===== config.mk =====
export PLATFORM = sky130hd
export DESIGN_NAME = irst_scan_ctrl
export DESIGN_NICKNAME = d
export VERILOG_FILES = /design/src/rtl/irst_scan_ctrl.sv
export SDC_FILE = /design/constraint.sdc
export NUM_CORES = 1
export LEC_CHECK = 0
export ABC_AREA = 1
export BUFFER_PORTS_ARGS = -buffer_cell sky130_fd_sc_hd__buf_2
export CAP_MARGIN = 20
export CORE_UTILIZATION = 29
export CTS_CLUSTER_SIZE = 8
export DETAILED_ROUTE_END_ITERATION = 10
export GPL_ROUTABILITY_DRIVEN = 0
export GPL_TIMING_DRIVEN = 0
export HOLD_SLACK_MARGIN = 0.15
export SETUP_SLACK_MARGIN = 0.1
export SLEW_MARGIN = 20
export SYNTH_ARGS = -nofsm -noshare
export SYNTH_HDL_FRONTEND = slang
export SYNTH_SLANG_ARGS = --single-unit

===== constraint.sdc =====
create_clock -name clk -period 2.96 [get_ports clk]
set_input_delay 0.592 -clock clk [delete_from_list [all_inputs] [get_ports clk]]
set_output_delay 0.592 -clock clk [all_outputs]
set_load 0.01 [all_outputs]

===== src/rtl/irst_scan_ctrl.sv =====
// ----------------------------------------------------------------------------
// irst_scan_ctrl: freezes the core, scans R0..R7 into a rotate-XOR signature. Rev 1.0
// ----------------------------------------------------------------------------
`default_nettype none

module irst_scan_ctrl #(
  parameter int              NUM_REGS  = 8,
  parameter int              ADDR_W    = 3,
  parameter int              DATA_W    = 16,
  parameter logic [DATA_W-1:0] SEED    = 16'hACE1,
  parameter int              DRAIN_CYC = 2,
  parameter int              TIMEOUT   = 16
) (
  input  logic              clk,
  input  logic              rst,
  input  logic              start,
  output logic              stall_req,
  input  logic              stall_ack,
  output logic              scan_rd_en,
  output logic [ADDR_W-1:0] scan_addr,
  input  logic [DATA_W-1:0] scan_rd_data,
  output logic [DATA_W-1:0] irst_reg_data,
  output logic              irst_done,
  output logic              busy,
  output logic              err
);

  localparam int CNT_W = $clog2(TIMEOUT + DRAIN_CYC);

  typedef enum logic [2:0] {
    S_IDLE  = 3'd0,
    S_REQ   = 3'd1,
    S_DRAIN = 3'd2,
    S_SCAN  = 3'd3,
    S_DONE  = 3'd4,
    S_ERR   = 3'd5
  } state_t;

  state_t              state_q;
  logic [CNT_W-1:0]    cnt_q;
  logic [DATA_W-1:0]   sig_q;
  logic [DATA_W-1:0]   sig_d;
  logic [DATA_W-1:0]   reg_data_q;
  logic [ADDR_W-1:0]   addr_q;
  logic                stall_req_q;
  logic                rd_en_q;
  logic                done_q;
  logic                busy_q;
  logic                err_q;

  assign sig_d = {sig_q[DATA_W-2:0], sig_q[DATA_W-1]} ^ scan_rd_data;

  always_ff @(posedge clk) begin
    if (!rst) begin
      state_q     <= S_IDLE;
      cnt_q       <= '0;
      sig_q       <= SEED;
      reg_data_q  <= SEED;
      addr_q      <= '0;
      stall_req_q <= 1'b0;
      rd_en_q     <= 1'b0;
      done_q      <= 1'b0;
      busy_q      <= 1'b0;
      err_q       <= 1'b0;
    end else begin
      done_q <= 1'b0;
      case (state_q)
        S_IDLE: begin
          if (start) begin
            state_q     <= S_REQ;
            err_q       <= 1'b0;
            cnt_q       <= '0;
            stall_req_q <= 1'b1;
            busy_q      <= 1'b1;
          end
        end
        S_REQ: begin
          if (stall_ack) begin
            state_q <= S_DRAIN;
            cnt_q   <= '0;
          end else if (cnt_q == CNT_W'(TIMEOUT - 1)) begin
            state_q     <= S_ERR;
            err_q       <= 1'b1;
            stall_req_q <= 1'b0;
          end else begin
            cnt_q <= cnt_q + 1'b1;
          end
        end
        S_DRAIN: begin
          if (!stall_ack) begin
            state_q     <= S_ERR;
            err_q       <= 1'b1;
            stall_req_q <= 1'b0;
          end else if (cnt_q == CNT_W'(DRAIN_CYC - 1)) begin
            state_q <= S_SCAN;
            addr_q  <= '0;
            sig_q   <= SEED;
            rd_en_q <= 1'b1;
          end else begin
            cnt_q <= cnt_q + 1'b1;
          end
        end
        S_SCAN: begin
          // Losing the freeze mid-scan makes the partial signature meaningless.
          if (!stall_ack) begin
            state_q     <= S_ERR;
            err_q       <= 1'b1;
            stall_req_q <= 1'b0;
            rd_en_q     <= 1'b0;
            addr_q      <= '0;
          end else begin
            sig_q <= sig_d;
            if (addr_q == ADDR_W'(NUM_REGS - 1)) begin
              state_q     <= S_DONE;
              addr_q      <= '0;
              rd_en_q     <= 1'b0;
              stall_req_q <= 1'b0;
              reg_data_q  <= sig_d;
              done_q      <= 1'b1;
            end else begin
              addr_q <= addr_q + 1'b1;
            end
          end
        end
        S_DONE: begin
          state_q <= S_IDLE;
          busy_q  <= 1'b0;
        end
        S_ERR: begin
          state_q <= S_IDLE;
          busy_q  <= 1'b0;
        end
        default: begin
          state_q     <= S_IDLE;
          stall_req_q <= 1'b0;
          rd_en_q     <= 1'b0;
          busy_q      <= 1'b0;
        end
      endcase
    end
  end

  assign stall_req     = stall_req_q;
  assign scan_rd_en    = rd_en_q;
  assign scan_addr     = addr_q;
  assign irst_reg_data = reg_data_q;
  assign irst_done     = done_q;
  assign busy          = busy_q;
  assign err           = err_q;

endmodule

`default_nettype wire


; ---- Yosys cells after proc, flatten, opt, wreduce, memory -nomap -nowiden
; Cells that the tools add are included.
[totals]
reg_bits = 48
in_bits = 20
[classes]
bitwise_logic = 4
n_eq_ne = 21
n_mux = 40
n_reduce_logical = 18
addsub = 2
[op_table]
columns = op, n
row1 = 16-bit two-way mux, 3
row2 = 3-bit two-way mux, 11
row3 = 16-bit one-hot mux with 2 select lines, 1
row4 = 5-bit two-way mux, 5
row5 = "2-bit != test, second input constant", 9
row6 = 16-bit XOR, 1
row7 = 5-bit one-hot mux with 3 select lines, 1
row8 = 1-bit two-way mux, 13
row9 = "3-bit != test, second input constant", 4
row10 = 3-bit one-hot mux with 4 select lines, 1
row11 = 4-bit AND reduction, 3
row12 = 5-bit AND reduction, 2
row13 = "3-bit equality test, second input constant", 3
row14 = 3-bit AND reduction, 3
row15 = "3-bit by 2-bit equality test with 1-bit output, second input constant", 2
row16 = 1-bit one-hot mux with 3 select lines, 2
row17 = 3-bit one-hot mux with 2 select lines, 1
row18 = 6-bit AND reduction, 1
row19 = 3-bit nonzero test, 2
row20 = "5-bit by 1-bit adder with 5-bit output, second input constant", 1
row21 = "5-bit by 1-bit equality test with 1-bit output, second input constant", 1
row22 = "5-bit by 4-bit equality test with 1-bit output, second input constant", 1
row23 = 1-bit one-hot mux with 5 select lines, 1
row24 = 2-bit OR reduction, 2
row25 = 9 further kinds, 11

; ---- Depth between registers and ports, before layout
[depth]
word_depth = 4
depth_mapped = 11
ltp_nobuf = 11

; ---- Worst setup path after synthesis
; Ideal clock, no wire load.
[synth_path]
path_type = register to register
start = register cnt_q[0]
end = register cnt_q[0]
arrival_time_ns = 1.390
period_less_slack_ns = 1.504
path_buffers = 0
slack_ns = 1.456
setup_time_ns = 0.114
path_stages_with_launch = 11
t_required_ns = 2.846
path_cell_list = dfxtp_1 ha_1 nand2_1 nor2_1 ha_1 nand2_1 nor2_1 nor2_1 nand3_2 a21oi_1 nor2_1
[synth_via]
elab_chain_cells = 4
word_cells_on_any_way = 11
[synth_lines]
columns = item, line_no
row1 = "start, declared", 40  ; logic [CNT_W-1:0] cnt_q;
row2 = "start signal, assigned", 86  ; cnt_q <= cnt_q + 1'b1;
row3 = "start signal, assigned", 100  ; cnt_q <= cnt_q + 1'b1;
row4 = 5-bit by 1-bit adder with 5-bit output, "86, 100"
row5 = 5-bit two-way mux (on tied branches), "94, 81"
row6 = 5-bit two-way mux (on tied branches), "90, 78"
row7 = 5-bit one-hot mux with 3 select lines, 67  ; case (state_q)
; Several ways; a longest one is shown, not always the timed one. The select of a mux whose other input is x is not followed.
; A chain may end at the register's enable or synchronous reset.

; ---- Worst setup path after layout
[layout_path]
start = register cnt_q[0]
end = register state_q[0]
[layout_via]
elab_chain_cells = 3
word_cells_on_any_way = 5
[layout_lines]
columns = item, line_no
row1 = 5-bit by 1-bit equality test with 1-bit output / 5-bit by 4-bit equality test with 1-bit output (equally long branches), "94, 81"
row2 = 3-bit != test (no source line), -
row3 = 4-bit AND reduction (no source line) (*), -
row4 = "end signal, assigned", 91  ; state_q <= S_ERR;
row5 = "end signal, assigned", 95  ; state_q <= S_SCAN;
row6 = "end signal, assigned", 106  ; state_q <= S_ERR;
row7 = "end, declared", 39  ; state_t state_q;
; Every way passes the cells marked *; elsewhere a longest branch is shown, timed or not.

==> metrics <==
minimum clock period=1.71 ns; share of cells above drive strength 1=20.2%; initial antenna violation count=0; Synth Flop Type=dfxtp_1; vias=2,073; Resized cells post-CTS=0; Post-Route M1 WL=2520 um; # hold bufs at CTS=0; antenna cells=0; Seq/Total Area, Yosys=42.1%; ranking of synthesized cells by area=dfxtp_1 (42%), nand2_1 (14%), nor2_1 (6.7%); Arr. time, crit path=1.91 ns; total grt overflow=0; Root Buffer=clkbuf_8; setup bufs post-CTS=0; top-count cell post-synth=nand2_1; CTS tree=yes; flops & latches, synth=48; final wirelength=5350 um; Unique masters post-synth=30; PD cells=731 nW/um^2; Fillers=861; period utilization=57.8%; 1st-pass router iterations=6; Clock Pin Slew Worst Setup and Hold Paths=0.09 ns; die height=90.8 um; Synth async-reset ratio=0%; worst setup margin=1.25 ns; Max Used Layer=met4; final setup vio count=0; Clk Latency, worst-skew pair=0.30 ns; final clock skew=0.00442 ns; required time worst endpoint=3.16 ns; status=completed; drt wl/cell=11.5 um; Syn Std Cell Area=2280 sq um; num ports=44; Hold Crit Class=flop to flop; first-pass GRT wire length=9140 um; CTS Buf Count=5; Setup crit end kind=flop; IO Port Bufs=43; worst-path fanout max=4; Final ANT Viol Nets=0; Crit Path Category=flop to flop; count of clock tree sinks=48; synthesized instance count=310; full die area=8240 sq um; DRT iter0 DRCs=105; Core Util, Final=35.4%; MaxCap Viol Count=0; htree depth=2; Die X-Extent=90.8 um; wire length on met3=177 um; number of global-route vias before repair=2,018; vias per cell=4.48; dpl hpwl=4000 um; Mapped Nets=335; Post-Layout Cell Count=463; unrepaired setup endpoints after global routing=no; FF/Latch Area=961 sq um; Layout area overhead=18.9%; DRC=0; final hold viol count=0; VDD IR-drop max=0.288 mV; area of the core=7690 sq um; Final Max Slew Viols=0; cell taking the most area after synthesis=dfxtp_1; Initial Util=29.7%; Worst-Margin Slew=0.601 ns; Avg Cell Area, Syn=7.37 sq um; multi-input logic area=1180 sq um; row count=32; Worst Setup Start Kind=flop; number of synthesis warnings=0; relative slew slack=60.0%; hold slack=0.466 ns; Leak Pwr=1.26 nW; Synth top area share=42.1%; dpl ws=1.17 ns; Achievable Freq=585 MHz; routed wl met2=2580 um; Tot GR Track Use=13.7%; Post-synth EDFFs=0; most frequent cells after synthesis=nand2_1 (83), dfxtp_1 (48), nor2_1 (41); setup TNS=0 ns; Placed Cells=455; final net count=385; largest net degree at the start of global routing=14; Clock Tree Buf Depth=2
==> final timing paths <==
kind             start    endpoint  slack (ns)  depth (start not counted)
max           cnt_q[0]  state_q[0]        1.25                         11
min          stall_req   stall_req        0.47                          2
max reg2reg   cnt_q[0]  state_q[0]        1.25                         11
min reg2reg  stall_req   stall_req        0.47                          2
==> metrics by stage <==
| step | power (mW) | area (sq um) |
|---|---|---|
| after floorplan | 1.42 | 2280 |
| after global placement | 1.59 | 2630 |
| after detailed placement | 1.60 | 2630 |
| after CTS | 2.01 | 2720 |
| after global routing | 2.17 | 2720 |
| final | 1.99 | 2720 |
==> state kept, by name, summed over array words and instances, names as in the netlist <==
| signal | flops |
|---|---|
| irst_reg_data | 16 |
| sig_q | 16 |
| cnt_q | 5 |
| scan_addr | 3 |
| state_q | 3 |
| busy | 1 |
| err | 1 |
| irst_done | 1 |
| scan_rd_en | 1 |
| stall_req | 1 |
==> cell type report <==
class | instances | area share, %
tap | 102 | 4.70
buffer | 10 | 2.44
inverter | 19 | 2.72
sequential | 48 | 35.4
clock buffer | 8 | 3.31
multi-input combinational | 233 | 43.6
timing repair buffer | 43 | 7.92
==> logic make-up after synthesis <==
logic type,Yosys count,synth area share [%]
compound gates,48,11.4
xor+xnor,17,6.52
fa+ha+maj,5,2.74
buf+inv,29,6.13
flops,48,42.1
simple gates,163,31.1
==> placed cells by master (no fill, tap or decap), drive strengths merged, types with 9 or more instances in the layout <==
| master | n |
|---|---|
| a21oi | 27 |
| dfxtp | 48 |
| xor2 | 9 |
| inv | 18 |
| o21ai | 20 |
| nor2 | 44 |
| nand2 | 89 |
| clkbuf | 11 |
| nand3 | 25 |
| buf | 50 |
==> routing by layer <==
layer  vias up  track usage, %
met5         -               0
met4         0            3.36
met3         5            2.27
met2        35            24.3
met1       940            17.2
li1       1093               -
==> worst max-delay path, stage by stage (launching register included) <==
cell     delay, ns
dfxtp_1       0.39
ha_1          0.19
nand2_1       0.09
nor2_1        0.10
ha_1          0.22
nor2_1        0.06
nand2_1       0.06
nand2_1       0.07
nor2_1        0.23
nand2_1       0.08
nand2_1       0.07
nor2_1        0.04
==> where the power goes <==
group / switching, mW / leakage [nW] / internal [mW]
clock: 0.210 / 0.0455 / 0.191
combinational: 0.508 / 0.821 / 0.276
sequential: 0.0715 / 0.390 / 0.731
(Power assumes the default switching activity.)
